File: config.mk
export PLATFORM = sky130hd
export DESIGN_NAME = irq_mmio_ctrl_flat
export DESIGN_NICKNAME = d
export VERILOG_FILES = /design/src/rtl/irq_mmio_ctrl_if.sv /design/src/rtl/irq_mmio_ctrl.sv /design/src/flat_wrapper.sv
export SDC_FILE = /design/constraint.sdc
export NUM_CORES = 1
export LEC_CHECK = 0
export CAP_MARGIN = 15
export CORE_ASPECT_RATIO = 0.5
export CORE_MARGIN = 8
export CORE_UTILIZATION = 41
export CTS_BUF_LIST = sky130_fd_sc_hd__clkbuf_2
export DETAILED_ROUTE_END_ITERATION = 8
export PLACE_DENSITY = 0.82
export SYNTH_ARGS = -nofsm -noshare
export SYNTH_HDL_FRONTEND = slang
export SYNTH_SLANG_ARGS = --single-unit
File: constraint.sdc
create_clock -name ph1 -period 1.4 [get_ports ph1]
set_clock_uncertainty 0.05 [all_clocks]
set_input_delay 0.35 -clock ph1 [delete_from_list [all_inputs] [get_ports ph1]]
set_output_delay 0.35 -clock ph1 [all_outputs]
set_load 0.05 [all_outputs]
File: src/rtl/irq_mmio_ctrl_if.sv
// Data-memory bus between the MIPS core (master) and the interrupt controller (slave).
// No FSM in this block; the bus carries single-cycle strobes only.
interface irq_mmio_ctrl_if;
  // Handshake: memread/memwrite are one-cycle strobes qualified by dataadr, with no ready/stall.
  // A read hit at edge K loads readdata and raises rdvalid for exactly the cycle after K.
  logic        memwrite;
  logic        memread;
  logic [31:0] dataadr;
  logic [31:0] writedata;
  logic [31:0] readdata;
  logic        rdvalid;

  modport master (
    output memwrite, memread, dataadr, writedata,
    input  readdata, rdvalid
  );

  modport slave (
    input  memwrite, memread, dataadr, writedata,
    output readdata, rdvalid
  );
endinterface

File: src/rtl/irq_mmio_ctrl.sv
// Memory-mapped interrupt controller: synchronise, edge-detect and latch irq_in, mask into cpu_int.
// Optional macro IRQ_MMIO_COUNT_EN adds per-line 8-bit saturating rise counters at 0x10/0x14.
module irq_mmio_ctrl #(
  parameter logic [31:0] BASE        = 32'hBFFF0000,
  parameter int          NUM_IRQ     = 8,
  parameter int          SYNC_STAGES = 2
) (
  input  logic               ph1,
  input  logic               reset_b,
  input  logic [NUM_IRQ-1:0] irq_in,
  irq_mmio_ctrl_if.slave     bus,
  output logic [NUM_IRQ-1:0] cpu_int,
  output logic               int_any
);

  logic [NUM_IRQ-1:0] sync_q [SYNC_STAGES];
  logic [NUM_IRQ-1:0] hist_q;
  logic [NUM_IRQ-1:0] pending_q;
  logic [NUM_IRQ-1:0] mask_q;
  logic [NUM_IRQ-1:0] rise;
  logic [NUM_IRQ-1:0] w1c_bits;
  logic [NUM_IRQ-1:0] force_bits;
  logic [31:0]        rd_word;
  logic [31:0]        cnt_lo;
  logic [31:0]        cnt_hi;
  logic               hit;
  logic               wr_en;
  logic               rd_en;
  logic [2:0]         off;
  logic               unused_bits;

  assign hit   = (bus.dataadr[31:5] == BASE[31:5]);
  assign off   = bus.dataadr[4:2];
  assign wr_en = bus.memwrite & hit;
  assign rd_en = bus.memread & hit;

  assign unused_bits = ^{bus.dataadr[1:0], bus.writedata[31:NUM_IRQ]};

  always_ff @(posedge ph1 or negedge reset_b) begin
    if (!reset_b) begin
      for (int k = 0; k < SYNC_STAGES; k++) sync_q[k] <= '0;
      hist_q <= '0;
    end else begin
      sync_q[0] <= irq_in;
      for (int k = 1; k < SYNC_STAGES; k++) sync_q[k] <= sync_q[k-1];
      hist_q <= sync_q[SYNC_STAGES-1];
    end
  end

  assign rise = sync_q[SYNC_STAGES-1] & ~hist_q;

  always_comb begin
    w1c_bits   = '0;
    force_bits = '0;
    if (wr_en && off == 3'd0) w1c_bits   = bus.writedata[NUM_IRQ-1:0];
    if (wr_en && off == 3'd3) force_bits = bus.writedata[NUM_IRQ-1:0];
  end

  // Clear first, then set: a rise landing on the same edge as a W1C keeps the bit.
  always_ff @(posedge ph1 or negedge reset_b) begin
    if (!reset_b) begin
      pending_q <= '0;
      mask_q    <= '0;
    end else begin
      pending_q <= (pending_q & ~w1c_bits) | rise | force_bits;
      if (wr_en && off == 3'd1) mask_q <= bus.writedata[NUM_IRQ-1:0];
    end
  end

`ifdef IRQ_MMIO_COUNT_EN
  logic [7:0]  cnt_q [NUM_IRQ];
  logic        cnt_clr;
  logic [63:0] cnt_flat;

  assign cnt_clr = wr_en && (off == 3'd4 || off == 3'd5);

  always_ff @(posedge ph1 or negedge reset_b) begin
    if (!reset_b) begin
      for (int i = 0; i < NUM_IRQ; i++) cnt_q[i] <= '0;
    end else begin
      for (int i = 0; i < NUM_IRQ; i++) begin
        if (cnt_clr)
          cnt_q[i] <= {7'd0, rise[i]};
        else if (rise[i] && cnt_q[i] != 8'hFF)
          cnt_q[i] <= cnt_q[i] + 8'd1;
      end
    end
  end

  always_comb begin
    cnt_flat = '0;
    for (int i = 0; i < NUM_IRQ; i++) cnt_flat[8*i +: 8] = cnt_q[i];
  end

  assign cnt_lo = cnt_flat[31:0];
  assign cnt_hi = cnt_flat[63:32];
`else
  assign cnt_lo = '0;
  assign cnt_hi = '0;
`endif

  always_comb begin
    rd_word = '0;
    case (off)
      3'd0:    rd_word[NUM_IRQ-1:0] = pending_q;
      3'd1:    rd_word[NUM_IRQ-1:0] = mask_q;
      3'd2:    rd_word[NUM_IRQ-1:0] = pending_q & mask_q;
      3'd4:    rd_word = cnt_lo;
      3'd5:    rd_word = cnt_hi;
      default: rd_word = '0;
    endcase
  end

  // Reads capture pre-edge contents, so a simultaneous write is not visible in this read.
  always_ff @(posedge ph1 or negedge reset_b) begin
    if (!reset_b) begin
      bus.readdata <= '0;
      bus.rdvalid  <= 1'b0;
    end else begin
      if (rd_en) bus.readdata <= rd_word;
      bus.rdvalid <= rd_en;
    end
  end

  assign cpu_int = pending_q & mask_q;
  assign int_any = |cpu_int;

endmodule

File: src/flat_wrapper.sv
// flat-port wrapper written by rule: the top's interface ports become plain ports
module irq_mmio_ctrl_flat 
#(
  parameter logic [31:0] BASE        = 32'hBFFF0000,
  parameter int          NUM_IRQ     = 8,
  parameter int          SYNC_STAGES = 2
)
  (ph1, reset_b, irq_in, cpu_int, int_any, bus_memwrite, bus_memread, bus_dataadr, bus_writedata, bus_readdata, bus_rdvalid);
  irq_mmio_ctrl_if bus_i ();
  input  logic ph1;
  input  logic reset_b;
  input  logic [NUM_IRQ-1:0] irq_in;
  output logic [NUM_IRQ-1:0] cpu_int;
  output logic int_any;
  input wire logic [$bits(bus_i.memwrite)-1:0] bus_memwrite;
  input wire logic [$bits(bus_i.memread)-1:0] bus_memread;
  input wire logic [$bits(bus_i.dataadr)-1:0] bus_dataadr;
  input wire logic [$bits(bus_i.writedata)-1:0] bus_writedata;
  output wire logic [$bits(bus_i.readdata)-1:0] bus_readdata;
  output wire logic [$bits(bus_i.rdvalid)-1:0] bus_rdvalid;
  assign bus_i.memwrite = bus_memwrite;
  assign bus_i.memread = bus_memread;
  assign bus_i.dataadr = bus_dataadr;
  assign bus_i.writedata = bus_writedata;
  assign bus_readdata = bus_i.readdata;
  assign bus_rdvalid = bus_i.rdvalid;
  irq_mmio_ctrl #(.BASE(BASE), .NUM_IRQ(NUM_IRQ), .SYNC_STAGES(SYNC_STAGES)) u_core (.ph1(ph1), .reset_b(reset_b), .irq_in(irq_in), .bus(bus_i), .cpu_int(cpu_int), .int_any(int_any));
endmodule
* After elaboration in Yosys (flattened, before gate mapping)
Cells that the tools add are included.
** Storage, ports and cells
- Memory bits (read-only) :: 0
- Logic and storage cells :: 28
- Latch bits :: 0
- Input bits :: 76
- Memories :: 0
- Memory bits (writable) :: 0
- Register bits :: 49
- Output and inout bits :: 42
** Cells by class
- Reduce and logical (&&, ||, !) cells :: 5
- Bitwise operators :: 9
- Shifts and indexed selects :: 0
- $mul :: 0
- Divide/modulo/power cells :: 0
- Multiplexer cells :: 3
- Add/sub/neg operators :: 0
- Order comparisons :: 0
- Equal/unequal tests :: 4
** Operators by type and width (count)
- equality test 27 bit, second input constant :: 1
- AND 8 bit :: 3
- one-hot mux 8 bit (3 select lines) :: 1
- two-way mux 8 bit :: 2
- NOT 8 bit :: 2
- bitwise OR 8 bit :: 2
- OR reduction 8 bit :: 1
- equality test 3 x 2 -> 1 bit, second input constant :: 2
- equality test 3 x 1 -> 1 bit, second input constant :: 1
- logical AND 1 bit :: 3
- zero test 3 bit :: 1
- AND 1 bit :: 2

* Longest topological paths before layout
- Word-level depth :: 8
- Mapped depth :: 6
- Gate-level depth less buffers :: 4

* Worst setup path after synthesis
OpenSTA, ideal clock, no wires.
- Path kind :: reg-to-output
- Start point :: register u_core.pending_q[6]
- End point :: output port int_any
- Data arrival time :: 1.486 ns
- Path slack :: -0.486 ns
- Cell stages (with the launch flop) :: 5
- Path buffers :: 0
- Data required time :: 1.000 ns
- Path through :: dfrtp_1 > nand2_1 > inv_1 > nor4_1 > nand4_1
** On the way
- Cells in the longest elaborated chain, start to end :: 2
** RTL lines
- from (decl) :: line irq_mmio_ctrl.sv:18 : logic [NUM_IRQ-1:0] pending_q;
- from (signal assigned) :: line irq_mmio_ctrl.sv:65 : pending_q <= (pending_q & ~w1c_bits) | rise | force_bits;
- AND 8 bit :: line irq_mmio_ctrl.sv:125 : assign cpu_int = pending_q & mask_q;
- via cpu_int[6] :: line flat_wrapper.sv:13 : output logic [NUM_IRQ-1:0] cpu_int;
- OR reduction 8 bit :: line irq_mmio_ctrl.sv:126 : assign int_any = |cpu_int;
- to (decl) :: line flat_wrapper.sv:14 : output logic int_any;
The timed path passes the listed nets, and every way through them passes these cells.

* Worst setup path in the final report
- Start point :: register u_core.mask_q[5]
- End point :: output port int_any
** On the way
- Cells in the longest elaborated chain, start to end :: 2
** RTL lines
- from (decl) :: line irq_mmio_ctrl.sv:19 : logic [NUM_IRQ-1:0] mask_q;
- from (signal assigned) :: line irq_mmio_ctrl.sv:66 : if (wr_en && off == 3'd1) mask_q <= bus.writedata[NUM_IRQ-1:0];
- AND 8 bit :: line irq_mmio_ctrl.sv:125
- OR reduction 8 bit :: line irq_mmio_ctrl.sv:126
No other way between the ends.

==> results.tsv <==
stage	metric	value	unit
global_routing	globalRouteOverflowTotal	0	
floorplan	die_y	68.6	µm
setup_path	crit_path_start_kind	register	
setup_path	reg2reg_setup_slack	-60	ps
placed_design	port-buffer-count	67	
detailed_routing	drt-wirelength-per-cell	20.6	µm
power_and_ir_drop	p_sw_frac	0.297	
cells_and_area	multi_input_area	1080	µm²
placed_design	place_hpwl	5160	µm
clock_network	cts_buffer_depth	2	
setup_path	required	1000	ps
setup_path	worstPathMaxFanout	2	
yosys	synth-seq-area-share	0.540	
global_routing	antenna_found_initial	0	
power_and_ir_drop	seq_power_share	0.525	
setup_path	arrival	1700	ps
placed_design	dp_slack	-865	ps
yosys	synth-xor-area-share	0	
yosys	netlist_instances	192	
setup_path	cp.buffers_inverters	2	
hold_path	worstHoldEndpoint	u_core.sync_q[13]	
sta	setup_viol	30	
power_and_ir_drop	pwr-share-comb	0.170	
sta	setup_tns	-5940	ps
yosys	yosysWarnings	0	
cells_and_area	num_antenna_cells	0	
global_routing	grt_max_degree	27	
setup_path	setup.worst_path.class	register to output pin	
floorplan	dieArea	8320	µm²
yosys	synthSimpleGateAreaFrac	0.124	
detailed_routing	ant_nets	0	
run_status	status	complete, but fails checks	
clock_network	cts_tree	built	
floorplan	core_area	5420	µm²
setup_path	crit_chain	nand2_2 > inv_2 > nor4_2 > nand4_1 > buf_6	
cells_and_area	areaGrowthSynthToFinish	76.6	%
placed_design	place_inst	371	
yosys	yosys.cell_types.count	30	
setup_path	reg2reg_to	u_core.bus.readdata[5]	
global_routing	grt_pass1_vias	2191	
floorplan	pin_count	118	
yosys	ys_ff_latch	49	
power_and_ir_drop	p_int	1.96	mW
floorplan	fp-row-count	19	
floorplan	die_w	121	µm
setup_path	crit_path_end_kind	output pin	
cells_and_area	final_cells	407	
setup_path	cp_top_family	simple AND/OR/NAND/NOR gates	
yosys	synth_top_area_cell	dfrtp_1	
sta	finalCritPeriodShare	1.50	
detailed_routing	viasPerCell	5.08	
floorplan	initial_core_util	0.419	
power_and_ir_drop	p_per_area	696	nW/µm²
cells_and_area	drive_gt1_frac	0.503	
yosys	synthTopCellsByArea	dfrtp_1 54%, buf_4 7.9%, mux2_4 5.3%	
clock_network	cts.clk_slew.worst_paths	270	ps
setup_path	critPathMaxStageDelay	490	ps
hold_path	hp-class	primary input to register	
global_routing	grtUsageTotal	0.179	
sta	rsz0062_at_grt	true	
clock_network	cts-root-buf	clkbuf_2	
yosys	async_flop_share	1.00	
yosys	synth_top_family_by_area	multiplexers	
sta	finalCriticalPeriod	2100	ps
sta	drv_slew	0	
detailed_routing	drt-total-wl	8380	µm
clock_network	numCtsBuffers	5	
detailed_routing	vias	2066	
yosys	synth_edf_count	0	
detailed_routing	drtIter0Drc	153	
yosys	synth_compound_gate_area_share	0.0838	
cells_and_area	layout.nets	409	
cells_and_area	nFillCells	306	
sta	max_freq	475	MHz
power_and_ir_drop	irDropWorstVdd	542	µV
run_status	violations	negative setup slack	
setup_path	rr_worst_depth	5	
yosys	synthMuxAreaShare	0.128	
global_routing	grt_pass1_wl	11200	µm
hold_path	hold_start	irq_in[5]	
power_and_ir_drop	power.leakage	1.91	nW
clock_network	clock-sinks	49	
yosys	synth_top_cell_area_share	0.540	
run	drv_cap	0	
detailed_routing	drcViolationCount	0	
yosys	synth_fa_ha_area_frac	0	
power_and_ir_drop	p_clk_frac	0.305	
yosys	netlist_area	2270	µm²
clock_network	worstSkewPairLatency	460	ps
detailed_routing	firstDrtPassIters	4	
hold_path	holdPathStages	1	
power_and_ir_drop	p_switching	0.828	mW
setup_path	r2r_start	u_core.mask_q[5]	
placed_design	place_congestion	0.839	
setup_path	crit_path_top_delay_cell	dfrtp_1	
clock_network	htreeDepth	2	
yosys	synthFlopType	dfrtp_1	
yosys	syn-mean-instance-area	11.8	µm²
cells_and_area	seqCellArea	1230	µm²
sta	finalHoldViolations	0	
setup_path	cp_num_cells	5	
sta	fin_ws	-704	ps
sta	fin_hold_ws	224	ps
-- what timing repair did --
action | 4_1_cts | 5_1_grt
buffers inserted | 34 | 17
hold buffers | 1 | 0
pin swaps | 26 | 22
endpoints found under the setup margin | 42 | 40
gates resized for setup | 102 | 41
hold endpoints to repair | 49 | 0
-- logic make-up after synthesis --
group / after synthesis
flops: 49
other cells: 1
compound gates: 24
mux: 24
simple gates: 47
buf+inv: 47
-- cells in the mapped netlist (3+ instances only) --
| master | count |
|---|---|
| clkbuf_1 | 3 |
| dfrtp_1 | 49 |
| o211ai_1 | 8 |
| mux2_4 | 8 |
| nand2_1 | 6 |
| nand4_1 | 4 |
| mux2i_1 | 8 |
| buf_4 | 24 |
| and2_1 | 3 |
| nor4_1 | 3 |
| buf_2 | 3 |
| inv_1 | 16 |
| nand2b_1 | 8 |
| o22a_1 | 6 |
| nor2_1 | 10 |
| mux2_2 | 8 |
| o31ai_1 | 8 |
-- routing by layer --
layer	wire length (µm)	track usage	vias to the layer above
met3	535	0.0414	41
met5	0	0	-
met1	3120	0.188	1014
met2	4290	0.340	106
li1	-	-	905
met4	431	0.0989	0
-- layout make-up --
type	instances	area share
tap	73	0.0228
inverter	16	0.0159
clock inverter	3	0.0125
multi-input combinational	119	0.270
sequential	49	0.306
clock buffer	5	0.00624
timing repair buffer	142	0.367
-- sequential cells by signal (all words and copies together), names as in the netlist --
| name | count |
|---|---|
| u_core.bus.rdvalid | 1 |
| u_core.bus.readdata | 8 |
| u_core.hist_q | 8 |
| u_core.mask_q | 8 |
| u_core.pending_q | 8 |
| u_core.sync_q | 16 |
-- cells in the final DEF (no fill, tap or decap), types with 3 or more instances in the layout --
cell type and count:
dfrtp_1 49, buf_4 47, buf_6 28, conb_1 24, buf_12 19, dlygate4sd2_1 17
clkdlybuf4s50_1 17, mux2_4 15, inv_1 10, nand2b_1 8, o211ai_1 8, nor2_1 8
clkbuf_2 7, buf_2 7, nand2_2 6, o22a_1 6, inv_2 5, nand4_1 4
mux2i_1 4, o31ai_2 3, o31ai_1 3, mux2i_2 3
-- worst max path at each step --
stage | from | to | slack [ps]
2_1_floorplan | u_core.mask_q[7] | int_any | -470
3_3_place_gp | bus_dataadr[6] | u_core.bus.readdata[0] | -810
3_5_place_dp | bus_dataadr[6] | u_core.bus.readdata[5] | -870
4_1_cts | u_core.pending_q[6] | int_any | -660
5_1_grt | u_core.mask_q[5] | int_any | -830
6_report | u_core.mask_q[5] | int_any | -700
-- through the flow --
step                instance area [µm²]  total power [mW]   util
floorplan                          2440              1.75      -
global placement                   3510              1.91  0.647
detailed placement                 3510              1.93  0.647
CTS                                3860              2.74  0.713
global route                       4010              2.87  0.739
finish                             4010              2.79  0.739
-- power groups by stage --
stage | Sequential, mW | Clock (mW) | Combinational [mW]
4_1_cts | 1.46 | 0.840 | 0.438
6_report | 1.47 | 0.851 | 0.474
3_3_place_gp | 1.49 | 0 | 0.428
3_5_place_dp | 1.49 | 0 | 0.441
5_1_grt | 1.47 | 0.906 | 0.497
2_1_floorplan | 1.48 | 0 | 0.268
(Power assumes the default switching activity.)
